## src/rtl/store_merge_unit.sv

```systemverilog
// Narrows a 32-bit store to byte/halfword/word and merges it into word-wide memory via read-modify-write.
// Optional sign-extension overflow flag on narrow stores: define STORE_NARROW_CHECK_EN.
module store_merge_unit #(
   parameter int ADDR_W     = 10,
   parameter int RD_TIMEOUT = 15
) (
   input  logic              Clk,
   input  logic              Reset,
   input  logic              StValid,
   output logic              StReady,
   input  logic [31:0]       StAddr,
   input  logic [31:0]       StData,
   input  logic [1:0]        StSize,
   output logic              Busy,
   output logic [ADDR_W-1:0] MemAddr,
   output logic              MemRdEn,
   input  logic [31:0]       MemRdData,
   input  logic              MemRdValid,
   output logic              MemWrEn,
   output logic [31:0]       MemWrData,
   output logic              Done,
   output logic              Err,
   output logic              Ovf
);

   localparam int CNT_W = $clog2(RD_TIMEOUT + 1);

   typedef enum logic [2:0] {IDLE, READ, WAIT, WRITE, ERR} state_t;

   state_t           state;
   logic [31:0]      latData;
   logic [1:0]       latSize;
   logic [1:0]       latLane;
   logic [CNT_W-1:0] rdCount;
   logic             illegal;
   logic [31:0]      merged;

   assign illegal = (StSize == 2'b11) ||
                    (StSize == 2'b01 && StAddr[0]) ||
                    (StSize == 2'b10 && StAddr[1:0] != 2'b00);

   // Memory has no byte enables, so the stored lane is spliced into the word just read.
   always_comb begin
      merged = MemRdData;
      if (latSize == 2'b00) begin
         case (latLane)
            2'd0:    merged[7:0]   = latData[7:0];
            2'd1:    merged[15:8]  = latData[7:0];
            2'd2:    merged[23:16] = latData[7:0];
            default: merged[31:24] = latData[7:0];
         endcase
      end else if (latLane[1]) begin
         merged[31:16] = latData[15:0];
      end else begin
         merged[15:0] = latData[15:0];
      end
   end

   always_ff @(posedge Clk) begin
      if (Reset) begin
         state     <= IDLE;
         StReady   <= 1'b1;
         Busy      <= 1'b0;
         MemAddr   <= '0;
         MemRdEn   <= 1'b0;
         MemWrEn   <= 1'b0;
         MemWrData <= '0;
         Done      <= 1'b0;
         Err       <= 1'b0;
         rdCount   <= '0;
         latData   <= '0;
         latSize   <= '0;
         latLane   <= '0;
      end else begin
         MemRdEn   <= 1'b0;
         MemWrEn   <= 1'b0;
         MemWrData <= '0;
         Done      <= 1'b0;
         Err       <= 1'b0;
         case (state)
            IDLE: begin
               if (StValid && StReady) begin
                  latData <= StData;
                  latSize <= StSize;
                  latLane <= StAddr[1:0];
                  MemAddr <= StAddr[ADDR_W+1:2];
                  StReady <= 1'b0;
                  Busy    <= 1'b1;
                  if (illegal) begin
                     state <= ERR;
                     Done  <= 1'b1;
                     Err   <= 1'b1;
                  end else if (StSize == 2'b10) begin
                     state     <= WRITE;
                     MemWrEn   <= 1'b1;
                     MemWrData <= StData;
                     Done      <= 1'b1;
                  end else begin
                     state   <= READ;
                     MemRdEn <= 1'b1;
                  end
               end
            end
            READ: begin
               state   <= WAIT;
               rdCount <= '0;
            end
            // Read data arriving in the last allowed cycle still wins over the timeout.
            WAIT: begin
               if (MemRdValid) begin
                  state     <= WRITE;
                  MemWrEn   <= 1'b1;
                  MemWrData <= merged;
                  Done      <= 1'b1;
               end else begin
                  rdCount <= rdCount + CNT_W'(1);
                  if (rdCount == CNT_W'(RD_TIMEOUT - 1)) begin
                     state <= ERR;
                     Done  <= 1'b1;
                     Err   <= 1'b1;
                  end
               end
            end
            default: begin
               state   <= IDLE;
               StReady <= 1'b1;
               Busy    <= 1'b0;
            end
         endcase
      end
   end

`ifdef STORE_NARROW_CHECK_EN
   logic ovfNext;
   logic unusedAddr;

   assign unusedAddr = ^StAddr[31:ADDR_W+2];

   always_comb begin
      ovfNext = 1'b0;
      if (latSize == 2'b00)
         ovfNext = ({{24{latData[7]}}, latData[7:0]} != latData);
      else if (latSize == 2'b01)
         ovfNext = ({{16{latData[15]}}, latData[15:0]} != latData);
   end

   // Flag is informational only; it rides along with the Done of a successful narrow write.
   always_ff @(posedge Clk) begin
      if (Reset)
         Ovf <= 1'b0;
      else
         Ovf <= (state == WAIT && MemRdValid) ? ovfNext : 1'b0;
   end
`else
   logic unusedBits;

   assign unusedBits = ^{StAddr[31:ADDR_W+2], latData[31:16]};
   assign Ovf = 1'b0;
`endif

endmodule

```

## config.mk

```make
export PLATFORM = sky130hd
export DESIGN_NAME = store_merge_unit
export DESIGN_NICKNAME = d
export VERILOG_FILES = /design/src/rtl/store_merge_unit.sv
export SDC_FILE = /design/constraint.sdc
export NUM_CORES = 1
export LEC_CHECK = 0
export ABC_AREA = 0
export CORE_MARGIN = 2
export CORE_UTILIZATION = 44
export DETAILED_ROUTE_END_ITERATION = 12
export PLACE_DENSITY = 0.89
export SLEW_MARGIN = 10
export SYNTH_ARGS = -nofsm -noshare
export SYNTH_HDL_FRONTEND = slang
export SYNTH_SLANG_ARGS = --single-unit
export TNS_END_PERCENT = 100
```

## constraint.sdc

```tcl
create_clock -name Clk -period 2.9 [get_ports Clk]
set_input_delay 0.29 -clock Clk [delete_from_list [all_inputs] [get_ports Clk]]
set_output_delay 0.29 -clock Clk [all_outputs]
set_load 0.005 [all_outputs]
```

# After elaboration in Yosys (flattened, before gate mapping)
# Index checks and enable logic that the tools add are counted.
# totals
register_bits	75
inputBits	102
output_inout_bits	49
wordCells	84
# classes
addsub	1
eq_ne	11
mux	39
bitwise	3
n_reduce_logical	17
# op_table
cell	count
$mux 32	5
$pmux 32 s2	1
$mux 16	2
$mux 8	4
$mux 1	14
$mux 3	4
$pmux 1 s2	5
$pmux 3 s3	1
$pmux 4 s2	1
$reduce_and 2->1	4
$eq 2x2->1 const B	3
$add 4x1->4 const B	1
$eq 2x1->1 const B	2
$eq 4x4->1 const B	1
$logic_not 2->1	2
$mux 4	1
$ne 2x2->1 const B	2
$reduce_bool 2->1	2
$reduce_or 4->1	1
$eq 3x1->1 const B	1
$eq 3x2->1 const B	1
$logic_and 1x1->1	3
$logic_not 3->1	1
$ne 3x3->1 const B	1
5 further kinds	8

# Logic depth before layout (Yosys ltp)
# logic_depth
word_depth	7
ltp_mapped	8
mapped_depth_nobuf	5

# Worst setup path before layout
# Ideal clock, no wire load.
# synth_path
path_type	flip-flop to flip-flop
from	reg state[2]
to	reg MemWrData[22]
setup_ps	74
arrival_time_ps	1450
required_ps	2826
slack_ps	1376
path_stages_with_launch	9
path_buffers	4
synth_period_minus_slack_ps	1524
path_cell_list	dfxtp_1 > buf_6 > or3_1 > buf_2 > and4b_1 > buf_6 > buf_8 > nand2_1 > o21ai_0
# synth_between
elab_chain_len	2
elab_cells_between_ends	3
cone_classes	eq/ne: 1; mux: 1; reduce/logical: 1
# synth_lines
item	line	source
start, declared	30	state_t state;
start signal, assigned	61	state <= IDLE;
start signal, assigned	90	state <= ERR;
start signal, assigned	94	state <= WRITE;
$eq 3x2->1 or $logic_not 3->1 (tied branches)	80	case (state)
$pmux 32 s2 *	80	
end signal, assigned	96	MemWrData <= StData;
end signal, assigned	113	MemWrData <= merged;
end, declared	20	output logic [31:0] MemWrData,
# Mark *: on every way between the ends. The rest lies on a longest branch, timed or not.
# A chain may end at the register's enable or synchronous reset.

# Worst setup path in the final report
# layout_path
from	reg latLane[1]
to	reg MemWrData[30]
# layout_between
elab_chain_len	6
elab_cells_between_ends	9
cone_classes	eq/ne: 2; mux: 5; reduce/logical: 2
# layout_lines
item	line	source
start, declared	33	logic [1:0] latLane;
start signal, assigned	85	latLane <= StAddr[1:0];
$eq 2x2->1 (tied with other cells)	46	case (latLane)
$reduce_or 3->1 (no line)	--	
$mux 8	46	
$mux 32 *	45	if (latSize == 2'b00) begin
$mux 32 *	110	if (MemRdValid) begin
$pmux 32 s2 *	80	
# Marks and branches as above.

==> impl_metrics.env <==
export IMPL_status="completed"
export IMPL_cts_buffer_depth=2
export IMPL_track_usage_pct=22.8
export IMPL_fin_skew_ns=0.0110
export IMPL_placed_cells=578
export IMPL_synth_area_leaders="dfxtp_1 47%, nand2_1 12%, a21oi_1 5.5%"
export IMPL_setup_tns_final_ns=0
export IMPL_design_die_area_sq_um=7890
export IMPL_slew_headroom_pct=46.8
export IMPL_crit_chain="clkinv_1, a21oi_1, o2bb2ai_1, o21ai_0"
export IMPL_area_delta_synth_final_pct=47.6
export IMPL_synth_top_area_share_pct=47.4
export IMPL_antenna_found_initial=0
export IMPL_io_buffers=129
export IMPL_core_area_sq_um=6870
export IMPL_leakagePower_nw=1.76
export IMPL_initial_core_util_pct=46.1
export IMPL_vias_per_cell=5.22
export IMPL_die_x_um=88.8
export IMPL_pin_count=151
export IMPL_antenna_cells=0
export IMPL_vias=3097
export IMPL_clkLatencyLatePin_ns=0.33
export IMPL_synth_common_cells="98 x nand2_1, 75 x dfxtp_1, 35 x a21oi_1, 26 x o21ai_1, 18 x o21ai_0"
export IMPL_nFillCells=566
export IMPL_setup_viol=0
export IMPL_path_clk_slew_ns=0.08
export IMPL_holdBufCountCts=0
export IMPL_die_h_um=88.8
export IMPL_ys_warnings_count=0
export IMPL_grt_pass1_wl_mm=14.0
export IMPL_syn_area_per_cell_sq_um=8.44
export IMPL_synthFlopType="dfxtp_1"
export IMPL_min_period_over_period_pct=68.4
export IMPL_timing_final_crit_period_ns=1.98
export IMPL_powerDensity_nw_per_um2=525
export IMPL_yosysTopAreaCell="dfxtp_1"
export IMPL_cp_data_arrival_time_ns=2.24
export IMPL_postSynthCellCount=375
export IMPL_instances_no_fill=593
export IMPL_final_util_pct=68.0
export IMPL_final_max_slew_violation_count=0
export IMPL_crit_type="register to register"
export IMPL_htreeDepth=3
export IMPL_worst_ep_required_time_ns=3.16
export IMPL_ant_nets=0
export IMPL_fmax_mhz=504
export IMPL_placed_cell_area_sq_um=4460
export IMPL_cts_sinks=75
export IMPL_async_reset_ff_share_pct=0
export IMPL_numCtsBuffers=9
export IMPL_synth_edf_count=0
export IMPL_drt_iter0_drc=218
export IMPL_cpMaxStageDelayCell="dfxtp_1"
export IMPL_drive_gt1_share_pct=6.24
export IMPL_fin_area_sq_um=4670
export IMPL_clock_root_buffer="clkbuf_8"
export IMPL_wl_mm=8.84
export IMPL_worstSetupEndpointType="register"
export IMPL_syn_area_sq_um=3160
export IMPL_synth_most_common_cell="nand2_1"
export IMPL_ir_drop_v=0.000305
export IMPL_grt_max_degree=38
export IMPL_ys_ff_latch=75
export IMPL_first_global_vias=3076
export IMPL_max_stage_delay_ns=0.61
export IMPL_first_pass_iters=4
export IMPL_cts_tree="yes"
export IMPL_worst_pin_slew_ns=0.786
export IMPL_rsz0062_at_grt="false"
export IMPL_drc=0
export IMPL_routedWlPerCell_um=14.9
export IMPL_fin_total_pwr_w=0.00245
export IMPL_startpoint_type="register"
export IMPL_cts_setup_buffers=0
export IMPL_worstHoldPathType="register to register"
export IMPL_synth_cell_type_count=41
export IMPL_rows=30
export IMPL_finalHoldViolCount=0
export IMPL_cp_max_fo=12
export IMPL_ys_seq_area_share_pct=47.4
export IMPL_place_gp_congestion=0.854
export IMPL_cap_violations=0
export IMPL_cts_resized=0
export IMPL_layout_nets=597
export IMPL_gr_total_overflow=0
export IMPL_hpwl_mm=6.36
export IMPL_synth_nets=479
## flip-flops by register name (all words and copies together), names as in the netlist
name,flops
Busy,1
Done,1
Err,1
MemAddr,10
MemRdEn,1
MemWrData,32
MemWrEn,1
StReady,1
latData,16
latLane,2
latSize,2
rdCount,4
state,3
## report_power, final
| part | total [W] | internal, W | switching, W |
|---|---|---|---|
| clock network | 0.000870 | 0.000500 | 0.000369 |
| registers | 0.00113 | 0.00108 | 0.0000490 |
| logic | 0.000452 | 0.000245 | 0.000207 |
## kinds of logic after synthesis
| kind of cell | count (synthesis) | synth area share (%) |
|---|---|---|
| AOI/OAI and AO/OA | 110 | 20.6 |
| xor gates and xnor gates | 2 | 0.554 |
| adders and majority gates | 2 | 0.791 |
| buffers and inverters | 31 | 5.58 |
| DFF | 75 | 47.4 |
| muxes | 16 | 5.06 |
| other | 1 | 0.119 |
| and+or+nand+nor | 138 | 19.9 |
## cells in the final DEF (no fill, tap or decap), drive strengths merged, types with 2 or more instances in the layout
cell,n
nor2,12
ha,2
o21ai,44
o2bb2ai,16
a21o,4
inv,2
nand2,98
a22oi,4
dfxtp,75
xor2,2
nor2b,4
clkbuf,10
buf,6
bufinv,2
a21oi,36
clkinv,3
or4b,8
mux2i,16
nor4b,2
nand2b,3
clkdlybuf4s50,129
o21bai,2
## worst paths after layout
path | startpoint | to | slack (ns) | cells past startpoint
max | latLane[1]$_SDFFE_PP0P_ | MemWrData[30]$_SDFF_PP0_ | 0.92 | 4
min | latData[8]$_SDFFE_PP0P_ | latData[8]$_SDFFE_PP0P_ | 0.45 | 2
max reg2reg | latLane[1]$_SDFFE_PP0P_ | MemWrData[30]$_SDFF_PP0_ | 0.92 | 4
min reg2reg | latData[8]$_SDFFE_PP0P_ | latData[8]$_SDFFE_PP0P_ | 0.45 | 2
## final cells by class
cell class	instances	area (sq um)	area share, %
tap	96	120	2.57
timing repair buffer	135	1340	28.6
multi-input combinational	269	1490	31.8
inverter	3	11.3	0.241
clock buffer	10	138	2.95
clock inverter	5	77.6	1.66
sequential	75	1500	32.1
## per-stage QoR
| step | setup slack (ns) | hold WS, ns |
|---|---|---|
| CTS | 0.941 | 0.454 |
| floorplan | 1.38 | 0.399 |
| detailed placement | 0.725 | 0.444 |
| finish | 0.918 | 0.453 |
| global placement | 0.776 | 0.438 |
| global route | 0.705 | 0.477 |
## routing by layer
metal | up-vias | wire, um | part of all wire, % | GRT usage, %
met5 | - | 0 | 0 | 0
met4 | 0 | 78 | 0.88 | 9.23
met3 | 8 | 597 | 6.8 | 4.94
met2 | 119 | 4560 | 52 | 40.8
met1 | 1439 | 3610 | 41 | 26.2
li1 | 1531 | - | - | -
## worst max-delay path, delay by kind of cell, from the launching register on
kind	cells	cell delay [ns]
buffers and inverters	1	0.40
AO/OA/AOI/OAI	3	0.92
flip-flops	1	0.61
Power figures use the tool's default switching activity.
